## src/rtl/bf_pkg.sv

```systemverilog
// Shared types and arithmetic helpers for the radix-2 DIF butterfly.
// BF_LAT is the fixed pipeline depth. Helper arithmetic runs at BF_MAXW
// bits, which supports data widths up to 35 bits.
package bf_pkg;

    localparam int BF_LAT  = 3;
    localparam int BF_DW   = 16;
    localparam int BF_MAXW = 72;
    localparam logic signed [BF_MAXW-1:0] BF_ONE = {{(BF_MAXW-1){1'b0}}, 1'b1};

    // Complex sample at the default operand width
    typedef struct packed {
        logic signed [BF_DW-1:0] re;
        logic signed [BF_DW-1:0] im;
    } cplx_t;

    // Arithmetic right shift with round-half-up; a shift of 0 passes the value through
    function automatic logic signed [BF_MAXW-1:0] rnd_shift(
        input logic signed [BF_MAXW-1:0] value,
        input int                        shift
    );
        logic signed [BF_MAXW-1:0] r;
        if (shift > 0) begin
            r = (value + (BF_ONE <<< (shift - 1))) >>> shift;
        end else begin
            r = value;
        end
        return r;
    endfunction

    // Round, then clamp into the signed range of 'width' bits
    function automatic logic signed [BF_MAXW-1:0] sat_round(
        input logic signed [BF_MAXW-1:0] value,
        input int                        shift,
        input int                        width
    );
        logic signed [BF_MAXW-1:0] r;
        logic signed [BF_MAXW-1:0] hi;
        logic signed [BF_MAXW-1:0] lo;
        r  = rnd_shift(value, shift);
        hi = (BF_ONE <<< (width - 1)) - BF_ONE;
        lo = -(BF_ONE <<< (width - 1));
        if (r > hi) begin
            return hi;
        end else if (r < lo) begin
            return lo;
        end else begin
            return r;
        end
    endfunction

    // High when sat_round would clip the same value
    function automatic logic sat_clip(
        input logic signed [BF_MAXW-1:0] value,
        input int                        shift,
        input int                        width
    );
        logic signed [BF_MAXW-1:0] r;
        logic signed [BF_MAXW-1:0] hi;
        logic signed [BF_MAXW-1:0] lo;
        r  = rnd_shift(value, shift);
        hi = (BF_ONE <<< (width - 1)) - BF_ONE;
        lo = -(BF_ONE <<< (width - 1));
        return (r > hi) || (r < lo);
    endfunction

endpackage

```

## src/rtl/bf_radix2_pipe_cmul.sv

```systemverilog
// bf_cmul_pipe: stages 2-3 of the butterfly, (diff * W) with rounding and saturation.
// Stage 2 registers the four partial products. Stage 3 combines them and
// registers the rounded result. The clip flag is combinational from stage 2
// so that the top level can fold it into its registered sat_flag.
module bf_cmul_pipe
    import bf_pkg::*;
#(
    parameter int DW    = 16,
    parameter int SHIFT = 8
) (
    input  logic                 clk,
    input  logic                 rst_n,
    input  logic                 adv2,
    input  logic                 adv3,
    input  logic signed [DW:0]   diff_re,
    input  logic signed [DW:0]   diff_im,
    input  logic signed [DW-1:0] w_re,
    input  logic signed [DW-1:0] w_im,
    output logic signed [DW-1:0] y_re,
    output logic signed [DW-1:0] y_im,
    output logic                 y_clip
);

    localparam int PW = 2 * DW + 1;
    localparam int SW = 2 * DW + 2;

    logic signed [PW-1:0] rr_r, ii_r, ri_r, ir_r;
    logic signed [SW-1:0] p_re_s, p_im_s;
    logic signed [DW-1:0] y_re_s, y_im_s;

    // Stage 2: register the four partial products
    always_ff @(posedge clk or negedge rst_n) begin
        if (!rst_n) begin
            rr_r <= {PW{1'b0}};
            ii_r <= {PW{1'b0}};
            ri_r <= {PW{1'b0}};
            ir_r <= {PW{1'b0}};
        end else if (adv2) begin
            rr_r <= PW'(diff_re) * PW'(w_re);
            ii_r <= PW'(diff_im) * PW'(w_im);
            ri_r <= PW'(diff_re) * PW'(w_im);
            ir_r <= PW'(diff_im) * PW'(w_re);
        end
    end

    // Stage 3 datapath: combine the products, round and saturate
    always_comb begin
        p_re_s = SW'(rr_r) - SW'(ii_r);
        p_im_s = SW'(ri_r) + SW'(ir_r);
        y_re_s = DW'(sat_round(BF_MAXW'(p_re_s), SHIFT, DW));
        y_im_s = DW'(sat_round(BF_MAXW'(p_im_s), SHIFT, DW));
        y_clip = sat_clip(BF_MAXW'(p_re_s), SHIFT, DW) |
                 sat_clip(BF_MAXW'(p_im_s), SHIFT, DW);
    end

    // Stage 3 register: hold the last result unless a valid set advances
    always_ff @(posedge clk or negedge rst_n) begin
        if (!rst_n) begin
            y_re <= {DW{1'b0}};
            y_im <= {DW{1'b0}};
        end else if (adv3) begin
            y_re <= y_re_s;
            y_im <= y_im_s;
        end
    end

endmodule

```

## src/rtl/bf_radix2_pipe.sv

```systemverilog
// bf_radix2_pipe: 3-stage pipelined radix-2 DIF butterfly.
//   Y0 = A + B,  Y1 = (A - B) * W,  rounded and saturated to DW bits.
// Optional macro BF_SCALE_EN: halves both outputs for per-stage FFT scaling.
// Flow control: the whole pipe freezes while the output is valid but not
// taken. Bubbles travel with the data and are not squeezed out.
module bf_radix2_pipe
    import bf_pkg::*;
#(
    parameter int DW    = 16,
    parameter int WFRAC = 8,
    parameter int LAT   = 3
) (
    input  logic                 clk,
    input  logic                 rst_n,
    input  logic                 in_valid,
    output logic                 in_ready,
    input  logic signed [DW-1:0] a_re,
    input  logic signed [DW-1:0] a_im,
    input  logic signed [DW-1:0] b_re,
    input  logic signed [DW-1:0] b_im,
    input  logic signed [DW-1:0] w_re,
    input  logic signed [DW-1:0] w_im,
    input  logic                 w_bypass,
    output logic signed [DW-1:0] y0_re,
    output logic signed [DW-1:0] y0_im,
    output logic signed [DW-1:0] y1_re,
    output logic signed [DW-1:0] y1_im,
    output logic                 out_valid,
    input  logic                 out_ready,
    output logic                 sat_flag
);

`ifdef BF_SCALE_EN
    localparam int Y0_SH = 1;
    localparam int Y1_SH = WFRAC + 1;
`else
    localparam int Y0_SH = 0;
    localparam int Y1_SH = WFRAC;
`endif

    localparam int SW1 = DW + 1;
    localparam logic signed [DW-1:0] W_ONE = {{(DW-1){1'b0}}, 1'b1} << WFRAC;

    generate
        if (LAT != BF_LAT) begin : g_bad_lat
            $error("bf_radix2_pipe: LAT is fixed at 3");
        end
        if ((WFRAC < 1) || (WFRAC > DW - 2)) begin : g_bad_wfrac
            $error("bf_radix2_pipe: WFRAC must lie in 1..DW-2");
        end
        if (2 * DW + 2 > BF_MAXW) begin : g_bad_dw
            $error("bf_radix2_pipe: DW too wide for bf_pkg helpers");
        end
    endgenerate

    logic                 stall_s, adv_s, adv1_s, adv2_s, adv3_s;
    logic                 v1_r, v2_r;
    logic signed [DW:0]   sum_re_r, sum_im_r, diff_re_r, diff_im_r;
    logic signed [DW:0]   sum2_re_r, sum2_im_r;
    logic signed [DW-1:0] wr_r, wi_r, w_sel_re_s, w_sel_im_s;
    logic signed [DW-1:0] y0_re_s, y0_im_s;
    logic                 y0_clip_s, y1_clip_s;

    // Global stall: nothing moves while a valid result waits for the sink
    always_comb begin
        stall_s  = out_valid & ~out_ready;
        adv_s    = ~stall_s;
        in_ready = ~stall_s;
        adv1_s   = adv_s & in_valid;
        adv2_s   = adv_s & v1_r;
        adv3_s   = adv_s & v2_r;
    end

    // Twiddle select: bypass forces W to exactly 1.0 + j0
    always_comb begin
        if (w_bypass) begin
            w_sel_re_s = W_ONE;
            w_sel_im_s = {DW{1'b0}};
        end else begin
            w_sel_re_s = w_re;
            w_sel_im_s = w_im;
        end
    end

    // Stage valid chain; advances as a unit so bubbles are kept
    always_ff @(posedge clk or negedge rst_n) begin
        if (!rst_n) begin
            v1_r      <= 1'b0;
            v2_r      <= 1'b0;
            out_valid <= 1'b0;
        end else if (adv_s) begin
            v1_r      <= in_valid;
            v2_r      <= v1_r;
            out_valid <= v2_r;
        end
    end

    // Stage 1: full-precision sum/difference and the selected twiddle
    always_ff @(posedge clk or negedge rst_n) begin
        if (!rst_n) begin
            sum_re_r  <= {SW1{1'b0}};
            sum_im_r  <= {SW1{1'b0}};
            diff_re_r <= {SW1{1'b0}};
            diff_im_r <= {SW1{1'b0}};
            wr_r      <= {DW{1'b0}};
            wi_r      <= {DW{1'b0}};
        end else if (adv1_s) begin
            sum_re_r  <= SW1'(a_re) + SW1'(b_re);
            sum_im_r  <= SW1'(a_im) + SW1'(b_im);
            diff_re_r <= SW1'(a_re) - SW1'(b_re);
            diff_im_r <= SW1'(a_im) - SW1'(b_im);
            wr_r      <= w_sel_re_s;
            wi_r      <= w_sel_im_s;
        end
    end

    // Stage 2: delay the sum alongside the multiplier
    always_ff @(posedge clk or negedge rst_n) begin
        if (!rst_n) begin
            sum2_re_r <= {SW1{1'b0}};
            sum2_im_r <= {SW1{1'b0}};
        end else if (adv2_s) begin
            sum2_re_r <= sum_re_r;
            sum2_im_r <= sum_im_r;
        end
    end

    // Stage 3 Y0 datapath: optional halving, then saturation
    always_comb begin
        y0_re_s   = DW'(sat_round(BF_MAXW'(sum2_re_r), Y0_SH, DW));
        y0_im_s   = DW'(sat_round(BF_MAXW'(sum2_im_r), Y0_SH, DW));
        y0_clip_s = sat_clip(BF_MAXW'(sum2_re_r), Y0_SH, DW) |
                    sat_clip(BF_MAXW'(sum2_im_r), Y0_SH, DW);
    end

    // Stage 3 register for Y0 and the combined saturation flag
    always_ff @(posedge clk or negedge rst_n) begin
        if (!rst_n) begin
            y0_re    <= {DW{1'b0}};
            y0_im    <= {DW{1'b0}};
            sat_flag <= 1'b0;
        end else if (adv3_s) begin
            y0_re    <= y0_re_s;
            y0_im    <= y0_im_s;
            sat_flag <= y0_clip_s | y1_clip_s;
        end
    end

    bf_cmul_pipe #(
        .DW    (DW),
        .SHIFT (Y1_SH)
    ) u_cmul (
        .clk     (clk),
        .rst_n   (rst_n),
        .adv2    (adv2_s),
        .adv3    (adv3_s),
        .diff_re (diff_re_r),
        .diff_im (diff_im_r),
        .w_re    (wr_r),
        .w_im    (wi_r),
        .y_re    (y1_re),
        .y_im    (y1_im),
        .y_clip  (y1_clip_s)
    );

endmodule

```

## config.mk

```make
export PLATFORM = sky130hd
export DESIGN_NAME = bf_radix2_pipe
export DESIGN_NICKNAME = d
export VERILOG_FILES = /design/src/rtl/bf_pkg.sv /design/src/rtl/bf_radix2_pipe_cmul.sv /design/src/rtl/bf_radix2_pipe.sv
export SDC_FILE = /design/constraint.sdc
export NUM_CORES = 2
export LEC_CHECK = 0
export ABC_AREA = 1
export CAP_MARGIN = 10
export CELL_PAD_IN_SITES_DETAIL_PLACEMENT = 0
export CELL_PAD_IN_SITES_GLOBAL_PLACEMENT = 1
export CORE_MARGIN = 2
export CORE_UTILIZATION = 44
export DETAILED_ROUTE_END_ITERATION = 10
export PLACE_DENSITY_LB_ADDON = 0.1
export SYNTH_ARGS = -nofsm -noshare
export SYNTH_HDL_FRONTEND = slang
export SYNTH_SLANG_ARGS = --single-unit
export TNS_END_PERCENT = 10
```

## constraint.sdc

```tcl
create_clock -name clk -period 6.6 [get_ports clk]
set_clock_uncertainty 0.05 [all_clocks]
set_input_delay 0.99 -clock clk [delete_from_list [all_inputs] [get_ports clk]]
set_output_delay 0.99 -clock clk [all_outputs]
set_load 0.02 [all_outputs]
```

## After elaboration in Yosys (flattened, before gate mapping)

Index checks and enable logic that the tools add are counted.

| storage, ports and cells | value |
|---|---|
| register bits | 334 |
| word-level logic and storage cells | 63 |
| input bits | 101 |
| output and inout bits | 67 |

| operators by class | value |
|---|---|
| $mul | 4 |
| mux-type cells | 10 |
| bitwise logic cells | 9 |
| order comparisons | 8 |
| reduce and logical (&&, ||, !) cells | 4 |
| add/sub/neg operators | 8 |

Operators by type and width:

| operator | count |
|---|---|
| $mux 16 | 10 |
| $mul 17x16->33 | 4 |
| $add 34x9->35 const B | 2 |
| $gt 27x16->1 const B | 2 |
| $lt 27x16->1 const B | 2 |
| $add 16x16->17 | 2 |
| $add 33x33->34 | 1 |
| $gt 17x16->1 const B | 2 |
| $lt 17x16->1 const B | 2 |
| $sub 16x16->17 | 2 |
| $sub 33x33->34 | 1 |
| $and 1x1->1 | 4 |
| $logic_or 1x1->1 | 4 |
| $or 1x1->1 | 3 |
| $not 1->1 | 2 |

## Longest topological paths before layout

| depth | value |
|---|---|
| word-level depth | 6 |
| depth in mapped cells | 27 |
| depth with buffers taken out | 25 |

## Cells and area by module

Synthesis repeated with hierarchy kept, for this count alone.

| second synthesis, totals | value |
|---|---|
| cells, all modules | 8559 |
| area, all modules | 64947.3 um2 |

By module, submodules not included:

| module | cells an instance | area an instance (um2) | instances | seq. area each (um2) |
|---|---|---|---|---|
| bf_cmul_pipe | 7123 | 54626.1 | 1 | 4103.9 |
| bf_radix2_pipe | 1436 | 10321.1 | 1 | 4204.0 |

## Worst setup path before layout

Ideal clock, no wire load.

| path | value |
|---|---|
| path type | register to register |
| from | register diff_re_r[16] |
| to | register u_cmul.ri_r[32] |
| arrival time | 6.025 ns |
| stages on the path, launching flop included | 24 |
| setup time | 0.131 ns |
| path buffers | 2 |
| data required time | 6.419 ns |
| clock period less this slack | 6.207 ns |
| setup slack | 0.393 ns |
| path through | dfrtp_1 -> clkbuf_1 -> clkbuf_1 -> nand2_1 -> inv_1 -> fa_1 -> fa_1 -> fa_1 -> fa_1 -> fa_1 -> inv_1 -> fa_1 -> inv_1 -> ha_1 -> nand2_1 -> nor4_1 -> nand3_1 -> nand3_1 -> nand2_1 -> o211ai_1 -> a21oi_1 -> or2_2 -> nand3_1 -> o21ai_0 |

| between the ends | value |
|---|---|
| cells in the longest elaborated chain, start to end | 1 |

RTL lines:

| what | line | text |
|---|---|---|
| start, declared | bf_radix2_pipe.sv:58 | `logic signed [DW:0] sum_re_r, sum_im_r, diff_re_r, diff_im_r;` |
| start signal, assigned | bf_radix2_pipe.sv:103 | `diff_re_r <= {SW1{1'b0}};` |
| start signal, assigned | bf_radix2_pipe.sv:110 | `diff_re_r <= SW1'(a_re) - SW1'(b_re);` |
| $mul 17x16->33 | bf_radix2_pipe_cmul.sv:41 | `ri_r <= PW'(diff_re) * PW'(w_im);` |
| end signal, assigned | bf_radix2_pipe_cmul.sv:36 | `ri_r <= {PW{1'b0}};` |
| end signal, assigned | bf_radix2_pipe_cmul.sv:41 |  |
| end, declared | bf_radix2_pipe_cmul.sv:27 | `logic signed [PW-1:0] rr_r, ii_r, ri_r, ir_r;` |

Every way passes these cells.
A chain may end at the register's enable or synchronous reset.

## Worst setup path in the final report

| path | value |
|---|---|
| from | register wi_r[7] |
| to | register u_cmul.ii_r[30] |

| between the ends | value |
|---|---|
| cells in the longest elaborated chain, start to end | 1 |

RTL lines:

| what | line | text |
|---|---|---|
| start, declared | bf_radix2_pipe.sv:60 | `logic signed [DW-1:0] wr_r, wi_r, w_sel_re_s, w_sel_im_s;` |
| start signal, assigned | bf_radix2_pipe.sv:106 | `wi_r <= {DW{1'b0}};` |
| start signal, assigned | bf_radix2_pipe.sv:113 | `wi_r <= w_sel_im_s;` |
| $mul 17x16->33 | bf_radix2_pipe_cmul.sv:40 | `ii_r <= PW'(diff_im) * PW'(w_im);` |
| end signal, assigned | bf_radix2_pipe_cmul.sv:35 | `ii_r <= {PW{1'b0}};` |
| end signal, assigned | bf_radix2_pipe_cmul.sv:40 |  |
| end, declared | bf_radix2_pipe_cmul.sv:27 |  |

Every way passes these cells.

==> impl.org <==
** Timing
- Dividing the final minimum period by the clock period gives 95.08%.
- The number of max-slew violations in the final report was 0.
- At the pin with the least slew margin, the transition time is 1.069 ns.
- In this run the tightest slew margin relative to its limit is around 28%.
- Setup violations remaining at the end of the flow were counted as 0.
- Hold violation total from the final report :: 0
- Static timing analysis puts the maximum clock frequency at 159.4 MHz.
- Worst setup margin :: 0.3249 ns
- Across all hold checks on the routed design, the worst slack comes to 0.2977 ns.
- Setup repair after global routing missed its margin :: yes
- Tmin final :: 6.275 ns

** Worst setup path
- Capture point of the worst reg-to-reg path :: u_cmul.ii_r[30]
- Category of the critical setup timing path :: reg -> reg
- Number of cells on the worst reg-to-reg path :: 22
- Of all nets on the critical path, the largest fanout is 22.
- Critical path required time :: slightly above 7 ns
- Worst reg2reg setup slack :: 0.32 ns
- CP Data Arrival Time :: 6.72 ns
- Worst R2R Start :: wi_r[7]
- The worst setup path is launched from a flop.
- Type of element capturing the critical path :: flop

** Finish
- Across the whole layout, storage elements account for 8318 sq um.
- Area of combinational cells with multiple inputs :: 45660 sq um
- Leaving out filler cells and counting taps, the final layout contains 10262.
- Final #Nets :: 10055
- Finished Core Util :: approximately half
- FILL cells :: around 14000
- Area growth from synthesis to layout :: 10.47%
- Cells with a size suffix above 1 make up ~4.4% of the layout.

** Routing
- In this run the remaining antenna-violating nets after routing total 0.
- Post-detailed-routing wire length :: 191200 microns
- The first detailed-routing pass ran for 5 iterations.
- Met3 wire length :: 9411 microns
- In the routed layout, each cell is associated on average with a via count of 4.923.
- For this run, design rule violations remaining after detail routing come to 0.
- After detailed routing, the wire length on met1 is 90670 microns.
- In this run, the number of DRC markers left after iteration 0 of detailed routing was 3048.
- Wire segments on met2 add up to 87370 microns in the final route.
- Routed length per placed instance :: approximately 19 microns
- Routed via count :: 50518
- Routed signal wires occupy layers up through met4.

** Synth
- In this run the cell area of the synthesized design comes to 63500 sq um.
- The most used flip-flop cell after synthesis is dfrtp_1.
- Sequential cells were found to cover 13.08% of the synthesized design area.
- Number of enable flip-flop cells after synthesis :: 0
- After synthesis, the share of flip-flops with an asynchronous set or reset is 100.0%.
- Synthesis produced a little over 8000 cells.
- The synthesized netlist contains 55 unique library cells.
- Yosys printed 0 warnings.
- Counting every net in the synthesized netlist gives 9986.
- A synthesized cell averages around 7.7 sq um.
- Synthesis-stage register bit count :: around 330

** Clocking
- Number of buffers inserted for hold repair after clock tree synthesis :: 0
- Clock Pin Slew Worst Setup and Hold Paths :: about 0.060 ns
- The later pin in the worst-skew pair is clocked with a latency of 0.67 ns.
- Max Buffers Root-to-Sink :: 3
- Counting every sink on the clock net gives 332.
- CTS placed an instance of clkbuf_16 at the clock tree root.
- Deepest level of the CTS H-tree :: 2
- Clock tree from TritonCTS :: done
- Clock tree synthesis inserted a total of 48 buffers.

** GRT
- Tot GR Track Use :: 26.91%
- The via count of the first global-routing pass came to 53265.
- Pin count of the biggest net entering global routing :: 146
- After global routing the overflow that remains totals 0.
- The first global-routing pass estimated 306700 microns of wire.
- Antenna violations before repair :: 1

** Die
- Horizontal die dimension :: 383.9 microns
- Core Footprint :: 143500 sq um
- The die covers around 150000 sq um.
- For this configuration, the core starts out at a cell density of 44.26%.
- After floorplanning, the core was divided into about 140 placement rows.
- I/O pins :: 168
- Y dimension of the die :: 383.9 microns

** Place
- Half-perimeter wire length of the detailed placement result :: ~160000 microns
- DP Cell Count :: 10170
- OpenSTA, run right after detailed placement, puts the worst setup slack at -0.1215 ns.
- Buffers placed on the I/O ports in this run total around 170.
- Routability-driven placement finished with a final weighted congestion of 0.8960.

** Run
- Maximum Capacitance Violations :: 0

** Hold path
- Type of the tightest min-delay check :: in -> async

** Status
- Status :: finished clean
-- worst max-delay path: stages, from the launching register on --
cell and delay, ns:
dfrtp_1 0.39, buf_12 0.19, buf_4 0.25, nand2_1 0.17, fa_1 0.51, inv_1 0.05
fa_1 0.48, fa_1 0.59, fa_1 0.44, fa_1 0.49, inv_1 0.05, fa_1 0.47
inv_1 0.04, ha_1 0.39, nand2_1 0.13, nor4_1 0.40, nand3_1 0.14, nand3_1 0.20
a21o_1 0.17, a21boi_0 0.10, or2_2 0.28, nand3_1 0.06, o21ai_0 0.09
-- registers in the layout, summed over array words and instances, names as in the netlist, 16 cells and up --
signal	flops
u_cmul.ii_r	33
u_cmul.ir_r	33
u_cmul.ri_r	33
u_cmul.rr_r	33
sum2_im_r	17
sum2_re_r	17
sum_im_r	17
sum_re_r	17
diff_im_r	16
diff_re_r	16
u_cmul.y_im	16
u_cmul.y_re	16
wi_r	16
wr_r	16
y0_im	16
y0_re	16
-- routing by layer --
metal	global-route usage (%)	up-vias
li1	-	24162
met4	5.127	0
met2	43.42	1061
met1	39.39	25135
met3	2.820	160
met5	0	-
-- cells in the final DEF, fill, tap and decap left out, types with 102 or more instances in the layout --
master | synthesis | routed
buf_4 | 0 | 139
clkdlybuf4s50_1 | 0 | 166
a21oi_1 | 300 | 295
dfrtp_1 | 332 | 324
ha_1 | 528 | 528
xor2_1 | 102 | 102
o21ai_0 | 251 | 251
nand2_1 | 2169 | 2168
inv_1 | 2205 | 2204
nand3_1 | 131 | 131
nor2_1 | 362 | 358
fa_1 | 1108 | 1105
-- synth_stat cells, types with 30 or more instances --
cell / count / area, sq um
nor2_1: 362 / 1359
o21ai_0: 251 / 1256
xor2_1: 102 / 893.4
a21oi_1: 300 / 1501
or2_2: 30 / 187.7
nand2_1: 2169 / 8142
clkbuf_1: 321 / 1205
inv_1: 2205 / 8277
xnor2_1: 71 / 621.9
a31oi_1: 46 / 287.8
ha_1: 528 / 6606
fa_1: 1108 / 22180
nand3_1: 131 / 655.6
dfrtp_1: 332 / 8308
nor3_1: 32 / 160.2
-- cells by family (layout without fill, tap and decap cells) --
family / Yosys count / in the layout / share of synthesized area, %
simple gates: 2810 / 2810 / 17.48
xor+xnor: 175 / 175 / 2.437
compound gates: 748 / 748 / 6.553
flops: 332 / 332 / 13.08
buf+inv: 2548 / 2655 / 15.11
other cells: 0 / 3 / 0
fa+ha+maj: 1636 / 1636 / 45.33
-- cell type report --
| type | instances | share of cell area, % |
|---|---|---|
| Multi-Input combinational cell | 5369 | 65.09 |
| Sequential cell | 332 | 11.86 |
| Inverter | 2210 | 11.83 |
| Timing Repair Buffer | 357 | 5.308 |
| Tap cell | 1903 | 3.394 |
| Clock buffer | 66 | 1.923 |
| Clock inverter | 22 | 0.5832 |
| Antenna cell | 3 | 0.01070 |
-- timing repair --
item	in CTS	in global routing
setup endpoints to repair	5	20
resized for setup	3	19
buffers inserted	0	1
pin swaps	0	1
-- per-stage QoR --
stage          area (sq um)  setup TNS [ns]
2_1_floorplan         63500               0
3_3_place_gp          68320        -0.06473
3_5_place_dp          68320         -0.2208
4_1_cts               70080               0
5_1_grt               70140        -0.01653
6_report              70150               0
-- worst max path at each step --
stage                        from         endpoint  slack (ns)  cells past startpoint
finish                    wi_r[7]  u_cmul.ii_r[30]        0.32                     22
global route              wi_r[1]  u_cmul.ri_r[27]       -0.01                     25
CTS                       wr_r[1]  u_cmul.rr_r[27]        0.02                     24
global placement    diff_re_r[15]  u_cmul.rr_r[27]       -0.06                     22
detailed placement  diff_re_r[15]  u_cmul.rr_r[27]       -0.12                     22
floorplan           diff_re_r[16]  u_cmul.ri_r[32]        0.39                     23
Power is left out: the tool's default activity adds up to more than one toggle a clock period on the data nets, which glitch-free logic cannot reach.
